--- config.mk ---
export PLATFORM = sky130hd
export DESIGN_NAME = wb_dbus_region_decoder
export DESIGN_NICKNAME = d
export VERILOG_FILES = /design/src/rtl/wb_dbus_region_decoder_pkg.sv /design/src/rtl/wb_dbus_region_decoder_timer.sv /design/src/rtl/wb_dbus_region_decoder.sv
export SDC_FILE = /design/constraint.sdc
export NUM_CORES = 1
export LEC_CHECK = 0
export BUFFER_PORTS_ARGS = -buffer_cell sky130_fd_sc_hd__buf_4
export CELL_PAD_IN_SITES_DETAIL_PLACEMENT = 0
export CELL_PAD_IN_SITES_GLOBAL_PLACEMENT = 1
export CORE_MARGIN = 2
export CORE_UTILIZATION = 30
export CTS_BUF_LIST = sky130_fd_sc_hd__clkbuf_4 sky130_fd_sc_hd__clkbuf_8
export CTS_CLUSTER_SIZE = 16
export DETAILED_ROUTE_END_ITERATION = 7
export MAX_ROUTING_LAYER = met4
export PLACE_DENSITY = 0.82
export SYNTH_ARGS = -nofsm -noshare
export SYNTH_HDL_FRONTEND = slang
export SYNTH_SLANG_ARGS = --single-unit
--- constraint.sdc ---
create_clock -name wb_clk -period 2.68 [get_ports wb_clk]
set_clock_uncertainty 0.05 [all_clocks]
set_input_delay 0.268 -clock wb_clk [delete_from_list [all_inputs] [get_ports wb_clk]]
set_output_delay 0.268 -clock wb_clk [all_outputs]
set_load 0.01 [all_outputs]
--- src/rtl/wb_dbus_region_decoder_pkg.sv ---
`default_nettype none
// =============================================================================
// wb_dec_pkg : FSM state type and shared constants for wb_dbus_region_decoder
// Rev 1.0
// =============================================================================
package wb_dec_pkg;

   typedef enum logic [1:0] {
      IDLE = 2'd0,
      BUSY = 2'd1,
      ACK  = 2'd2
   } state_t;

   localparam logic [31:0] RDT_ERR = 32'h0;
   localparam int          CNT_W   = 8;

endpackage
`default_nettype wire

--- src/rtl/wb_dbus_region_decoder_timer.sv ---
`default_nettype none
// =============================================================================
// wb_dec_timer : BUSY-phase cycle counter with clear, enable and terminal count
// Rev 1.0
// =============================================================================
module wb_dec_timer
   import wb_dec_pkg::*;
(
   input  logic             clk,
   input  logic             rst,
   input  logic             clr,
   input  logic             en,
   input  logic [CNT_W-1:0] load,
   output logic             tc
);

   localparam logic [CNT_W-1:0] ONE = {{(CNT_W-1){1'b0}}, 1'b1};

   logic [CNT_W-1:0] cnt_q;
   logic [CNT_W-1:0] cnt_d;

   always_comb begin
      cnt_d = cnt_q;
      if (clr) begin
         cnt_d = '0;
      end else if (en) begin
         cnt_d = cnt_q + ONE;
      end
   end

   // Terminal count fires during the load-th enabled cycle, so BUSY lasts exactly 'load' cycles.
   assign tc = en && !clr && ((cnt_q + ONE) == load);

   always_ff @(posedge clk or posedge rst) begin
      if (rst) begin
         cnt_q <= '0;
      end else begin
         cnt_q <= cnt_d;
      end
   end

endmodule
`default_nettype wire

--- src/rtl/wb_dbus_region_decoder.sv ---
`default_nettype none
// =============================================================================
// wb_dbus_region_decoder : SERV dbus to NREG-region Wishbone decoder with local/external acks
// Optional macro WB_DEC_TIMEOUT_EN adds an external-ack timeout.   Rev 1.0
// =============================================================================
module wb_dbus_region_decoder
   import wb_dec_pkg::*;
#(
   parameter int              NREG       = 4,
   parameter int              AW         = 32,
   parameter logic [NREG-1:0] LOCAL_MASK = {{(NREG-1){1'b0}}, 1'b1},
   parameter int              LOCAL_LAT  = 1,
   parameter int              TIMEOUT    = 255
)(
   input  logic               wb_clk,
   input  logic               wb_rst,
   input  logic [AW-1:0]      m_adr,
   input  logic               m_cyc,
   output logic [31:0]        m_rdt,
   output logic               m_ack,
   output logic               m_err,
   output logic [NREG-1:0]    s_cyc,
   input  logic [NREG*32-1:0] s_rdt,
   input  logic [NREG-1:0]    s_ack
);

   localparam int                RSEL_W = $clog2(NREG);
   localparam logic [RSEL_W:0]   NREG_L = (RSEL_W+1)'(NREG);
   localparam logic [CNT_W-1:0]  LAT_L  = CNT_W'(LOCAL_LAT);
   localparam logic [CNT_W-1:0]  TMO_L  = CNT_W'(TIMEOUT);
   localparam logic [NREG-1:0]   SEL0   = {{(NREG-1){1'b0}}, 1'b1};

   state_t            state_q, state_d;
   logic [RSEL_W-1:0] idx_q, idx_d;
   logic [NREG-1:0]   s_cyc_q, s_cyc_d;
   logic              m_ack_q, m_ack_d;
   logic              m_err_q, m_err_d;
   logic [31:0]       m_rdt_q, m_rdt_d;

   logic [31:0]       region_rdt [NREG];
   logic [RSEL_W-1:0] adr_idx;
   logic              adr_bad;
   logic              sel_local;
   logic              sel_ack;
   logic [31:0]       sel_rdt;
   logic              tmr_clr;
   logic              tmr_en;
   logic [CNT_W-1:0]  tmr_load;
   logic              tmr_tc;
   logic              unused_adr;

   for (genvar i = 0; i < NREG; i++) begin : g_region_rdt
      assign region_rdt[i] = s_rdt[32*i +: 32];
   end

   assign adr_idx    = m_adr[AW-1 -: RSEL_W];
   assign adr_bad    = ({1'b0, adr_idx} >= NREG_L);
   assign unused_adr = ^m_adr[AW-RSEL_W-1:0];

   assign sel_local  = LOCAL_MASK[idx_q];
   assign sel_ack    = s_ack[idx_q];
   assign sel_rdt    = region_rdt[idx_q];

   assign tmr_clr    = (state_q != BUSY);
   assign tmr_load   = sel_local ? LAT_L : TMO_L;
`ifdef WB_DEC_TIMEOUT_EN
   assign tmr_en     = (state_q == BUSY);
`else
   assign tmr_en     = (state_q == BUSY) && sel_local;
`endif

   wb_dec_timer u_timer (
      .clk  (wb_clk),
      .rst  (wb_rst),
      .clr  (tmr_clr),
      .en   (tmr_en),
      .load (tmr_load),
      .tc   (tmr_tc)
   );

   always_comb begin
      state_d = state_q;
      idx_d   = idx_q;
      s_cyc_d = '0;
      m_ack_d = 1'b0;
      m_err_d = 1'b0;
      m_rdt_d = m_rdt_q;
      unique case (state_q)
         IDLE: begin
            if (m_cyc) begin
               idx_d = adr_idx;
               if (adr_bad) begin
                  state_d = ACK;
                  m_ack_d = 1'b1;
                  m_err_d = 1'b1;
                  m_rdt_d = RDT_ERR;
               end else begin
                  state_d = BUSY;
                  s_cyc_d = SEL0 << adr_idx;
               end
            end
         end
         BUSY: begin
            // m_cyc is deliberately not looked at here: a started transfer always completes.
            s_cyc_d = s_cyc_q;
            if (sel_local ? tmr_tc : sel_ack) begin
               state_d = ACK;
               s_cyc_d = '0;
               m_ack_d = 1'b1;
               m_rdt_d = sel_rdt;
            end
`ifdef WB_DEC_TIMEOUT_EN
            else if (tmr_tc) begin
               state_d = ACK;
               s_cyc_d = '0;
               m_ack_d = 1'b1;
               m_err_d = 1'b1;
               m_rdt_d = RDT_ERR;
            end
`endif
         end
         ACK: begin
            state_d = IDLE;
         end
         default: begin
            state_d = IDLE;
         end
      endcase
   end

   always_ff @(posedge wb_clk or posedge wb_rst) begin
      if (wb_rst) begin
         state_q <= IDLE;
         idx_q   <= '0;
         s_cyc_q <= '0;
         m_ack_q <= 1'b0;
         m_err_q <= 1'b0;
         m_rdt_q <= '0;
      end else begin
         state_q <= state_d;
         idx_q   <= idx_d;
         s_cyc_q <= s_cyc_d;
         m_ack_q <= m_ack_d;
         m_err_q <= m_err_d;
         m_rdt_q <= m_rdt_d;
      end
   end

   assign m_rdt = m_rdt_q;
   assign m_ack = m_ack_q;
   assign m_err = m_err_q;
   assign s_cyc = s_cyc_q;

endmodule
`default_nettype wire

### Yosys cells after proc, flatten, opt, wreduce, memory -nomap -nowiden

Cells that the tools add are included.

* add/sub/neg operators: 1
* order comparisons: 2
* equal/unequal tests: 5
* shift operators: 1
* muxes and demuxes: 19
* bitwise logic cells: 1
* reductions and logical operators: 9

Operators by type and width (count)
* $bmux 32 s2: 1
* $mux 32: 2
* $mux 8: 3
* $add 8x1->8 const B: 1
* $eq 8x8->1: 1
* $mux 4: 2
* $pmux 4 s2: 1
* $reduce_and 2->1: 3
* $mux 1: 5
* $bmux 1 s2: 2
* $mux 2: 2
* $ne 2x1->1 const B: 2
* $pmux 2 s2: 1
* $shl 1x2->4 const A: 1
* $ge 3x3->1 const B: 1
* $logic_and 1x1->1: 3
* $lt 2x3->1 const B: 1
* $not 2->3: 1
* $eq 2x1->1 const B: 1
* $logic_not 2->1: 1
* $ne 2x2->1 const B: 1
* $reduce_bool 2->1: 1
* $logic_not 1->1: 1

* register bits after elaboration: 49
* output and inout port bits: 38
* word-level logic and storage cells: 44

### Logic depth before layout (Yosys ltp)

* depth after elaboration: 8
* mapped depth: 7

### Hierarchy

A second synthesis with hierarchy kept.

* cells, all modules: 216
* area, all modules: 3017.9 um2

Modules (own cells, without submodules)
* wb_dbus_region_decoder: times used 1, cells an instance 143, area each 2394.8 um2
* wb_dec_timer: times used 1, cells an instance 73, area each 623.1 um2

### Worst setup path before layout

No wires, ideal clock.

* path kind: register to register
* start: register u_timer.cnt_q[0]
* end: register m_rdt_q[19] (netlist: m_rdt[19])
* data arrival time: 2.287 ns
* data required time: 2.505 ns
* setup slack: 0.218 ns
* stages on the path, launching flop included: 8
* path buffers: 1
* period minus slack after synthesis: 2.462 ns
* path through: dfrtp_1 ha_1 or4b_1 a211oi_2 o221ai_2 a21oi_4 buf_6 mux2_2

* longest elaborated chain between the ends: 5

Ends and longest elaborated chain
* from (decl): line wb_dbus_region_decoder_timer.sv:19 `logic [CNT_W-1:0] cnt_q;`
* from (signal assigned): line wb_dbus_region_decoder_timer.sv:38 `cnt_q <= cnt_d;`
* $add 8x1->8: line wb_dbus_region_decoder_timer.sv:32 `assign tc = en && !clr && ((cnt_q + ONE) == load);`
* $eq 8x8->1: line wb_dbus_region_decoder_timer.sv:32
* $logic_and 1x1->1: line wb_dbus_region_decoder_timer.sv:32
* $mux 1: line wb_dbus_region_decoder.sv:106 `if (sel_local ? tmr_tc : sel_ack) begin`
* $reduce_and 2->1 (no source line)
* to (signal assigned): line wb_dbus_region_decoder.sv:145 `m_rdt_q <= m_rdt_d;`
* to (decl): line wb_dbus_region_decoder.sv:38 `logic [31:0] m_rdt_q, m_rdt_d;`

Every way passes these cells.
A chain may end at the register's enable or synchronous reset.

### Worst setup path in the final report

* start: register u_timer.cnt_q[1]
* end: register m_rdt_q[27] (netlist: m_rdt[27])

Same word-level chain as after synthesis.

==> impl_metrics.tcl <==
set metrics [dict create \
    outcome "complete, no violations" \
    via_per_inst 4.97 \
    r2r-end "m_rdt[27]" \
    r2r_cells 7 \
    grt_pass1_vias 2470 \
    place_area_um2 4250 \
    ys.warnings.count 0 \
    fmax_mhz 408 \
    critical_path_class "reg2reg" \
    yosys-top-cells-area "dfrtp_1 (44%), mux4_2 (26%), mux2_2 (12%)" \
    postSynthCellCount 192 \
    ys_ff_latch 49 \
    grt_pass1_wl_um 12100 \
    die-area_um2 10200 \
    worstPathRequired_ns 2.81 \
    cts.sinks 49 \
    cts_buffers 5 \
    finalSetupTns_ns 0 \
    power.density_nw_per_um2 908 \
    core_um2 9150 \
    die_w_um 101 \
    yosysTopAreaCellShare_pct 43.6 \
    maxCapViolCount 0 \
    postCtsResizedCells 0 \
    dp_hpwl_um 6180 \
    io_pins 205 \
    netlist_area_um2 2810 \
    place_inst 471 \
    drt-wirelength-per-cell_um 16.5 \
    synth.avg_cell_area_um2 14.6 \
    synth.distinct_cells 41 \
    post-route-util_pct 47.4 \
    insertion_delay_ns 0.30 \
    finalCriticalPeriod_ns 2.45 \
    rsz0062_at_grt "false" \
    rows 35 \
    crit_arrival_ns 2.58 \
    post-route-drc-count 0 \
    synth_edf_count 0 \
    nNetsFinal 535 \
    fin_ws_ns 0.229 \
    die_h_um 101 \
    final-setup-viol-count 0 \
    leakage_nw 2.00 \
    grt_max_degree 50 \
    route.vias.total 2383 \
    initial_utilization_pct 30.7 \
    numPortBuffers 172 \
    yosysTopAreaCell "dfrtp_1" \
    maxSlewViolCount 0 \
    ys_seq_area_share_pct 43.6 \
    htreeDepth 2 \
    r2r_slack_ns 0.23 \
    hold_viol_final 0 \
    fin_cells 479 \
    cts-root-buf "clkbuf_8" \
    grt_remaining_overflow 0 \
    gp_congestion 0.842 \
    drive_above_1_share_pct 70.7 \
    cts_tree "done" \
    slew-limit-headroom_pct 57.9 \
    synthFlopType "dfrtp_1" \
    clk_pin_slew_worst_paths_ns 0.09 \
    critPathLaunchType "register" \
    cts_buffer_depth 2 \
    syn_nets 360 \
    r2r_start "u_timer.cnt_q[1]" \
    fill_cells 826 \
    routed_wl_um 7910 \
    area_delta_synth_final_pct 54.4 \
    drt-pass1-iter-count 4 \
    antenna_found_initial 0 \
    pre_cts_ws_ns 0.213 \
    antennaDiodeCount 0 \
    ir_worst_vdd_v 0.000463 \
    async_flop_share_pct 100 \
    grt_usage_pct 15.5 \
    period_share_pct 91.4 \
    endpoint_kind "register" \
    drtAntennaViolNets 0 \
    ys_top_cells_by_count "dfrtp_1 (49), mux4_2 (32), mux2_2 (30), nand2_1 (11), nor2_1 (9)" \
    cts_setup_buffers 0 \
    hp-class "in2async" \
    post-synth-top-count-cell "dfrtp_1" \
    worstMarginPinSlew_ns 0.632 \
    worst-path-max-fanout 10 \
    fin_area_um2 4340 \
    first_iter_violations 72 \
    cts_hold_buffers 0 \
]
## per-layer routing
metal,vias up,track usage [%],share of wire (%)
met1,1193,17.9,39
met2,90,27.7,53
met3,10,3.33,6.5
met4,0,3.16,1.2
met5,-,-,0
li1,1090,-,-
## layout make-up
cell class / count / area, um^2 / area share (%)
clock buffer: 6 / 76.3 / 1.76
inverter: 2 / 7.51 / 0.173
sequential: 49 / 1230 / 28.3
tap: 111 / 139 / 3.20
multi-input combinational: 127 / 1500 / 34.5
clock inverter: 2 / 13.8 / 0.317
timing repair buffer: 182 / 1380 / 31.8
## critical path, stage by stage, from the launching register on
cell	delay, ns
dfrtp_1	0.43
ha_1	0.22
or4b_1	0.48
a211oi_2	0.21
o221ai_2	0.16
a21oi_4	0.22
buf_4	0.22
mux2_1	0.35
## worst max-delay path by stage
stage | start | cells past startpoint | to
4_1_cts | u_timer.cnt_q[1] | 7 | m_rdt[27]
6_report | u_timer.cnt_q[1] | 7 | m_rdt[27]
3_3_place_gp | u_timer.cnt_q[1] | 7 | m_rdt[20]
3_5_place_dp | u_timer.cnt_q[1] | 7 | m_rdt[27]
5_1_grt | u_timer.cnt_q[1] | 7 | m_rdt[20]
2_1_floorplan | u_timer.cnt_q[0] | 7 | m_rdt[19]
## stage by stage
stage | power (mW) | hold slack, ns
2_1_floorplan | 2.66 | 0.300
3_3_place_gp | 3.50 | 0.418
3_5_place_dp | 3.55 | 0.420
4_1_cts | 4.01 | 0.107
5_1_grt | 4.21 | 0.112
6_report | 3.94 | 0.0781
## layout by cell type (no fill, tap or decap), types with 2 or more instances in the layout
cell type    n
nand4_1      5
a21oi_1      4
buf_4      181
mux4_2      32
nand2b_1     2
nor2_1       9
a21o_1       2
dfrtp_1     47
xor2_1       5
dfrtp_2      2
nand2_1     11
mux2_2      30
clkbuf_8     5
mux2_1       2
xnor2_1      2
## logic make-up after synthesis
kind of cell    Yosys count  share of synthesized area, %
simple gates             38                          6.99
xor+xnor                  7                          2.18
flops                    49                          43.6
other cells               1                         0.133
compound gates           15                          4.63
buf+inv                  16                          3.16
fa+ha+maj                 1                         0.445
mux                      65                          38.8
## report_power, final
part / internal (mW) / switching, mW
Sequential: 1.05 / 0.189
Clock: 0.197 / 0.252
Combinational: 1.34 / 0.919
Total: 2.58 / 1.36
## registers in the layout, indices dropped and copies added (netlist names)
register	flops
u_timer.cnt_q	8
m_rdt	32
state_q	2
m_ack	1
s_cyc	4
idx_q	2
Note: power is estimated with default switching activity, not from simulation.
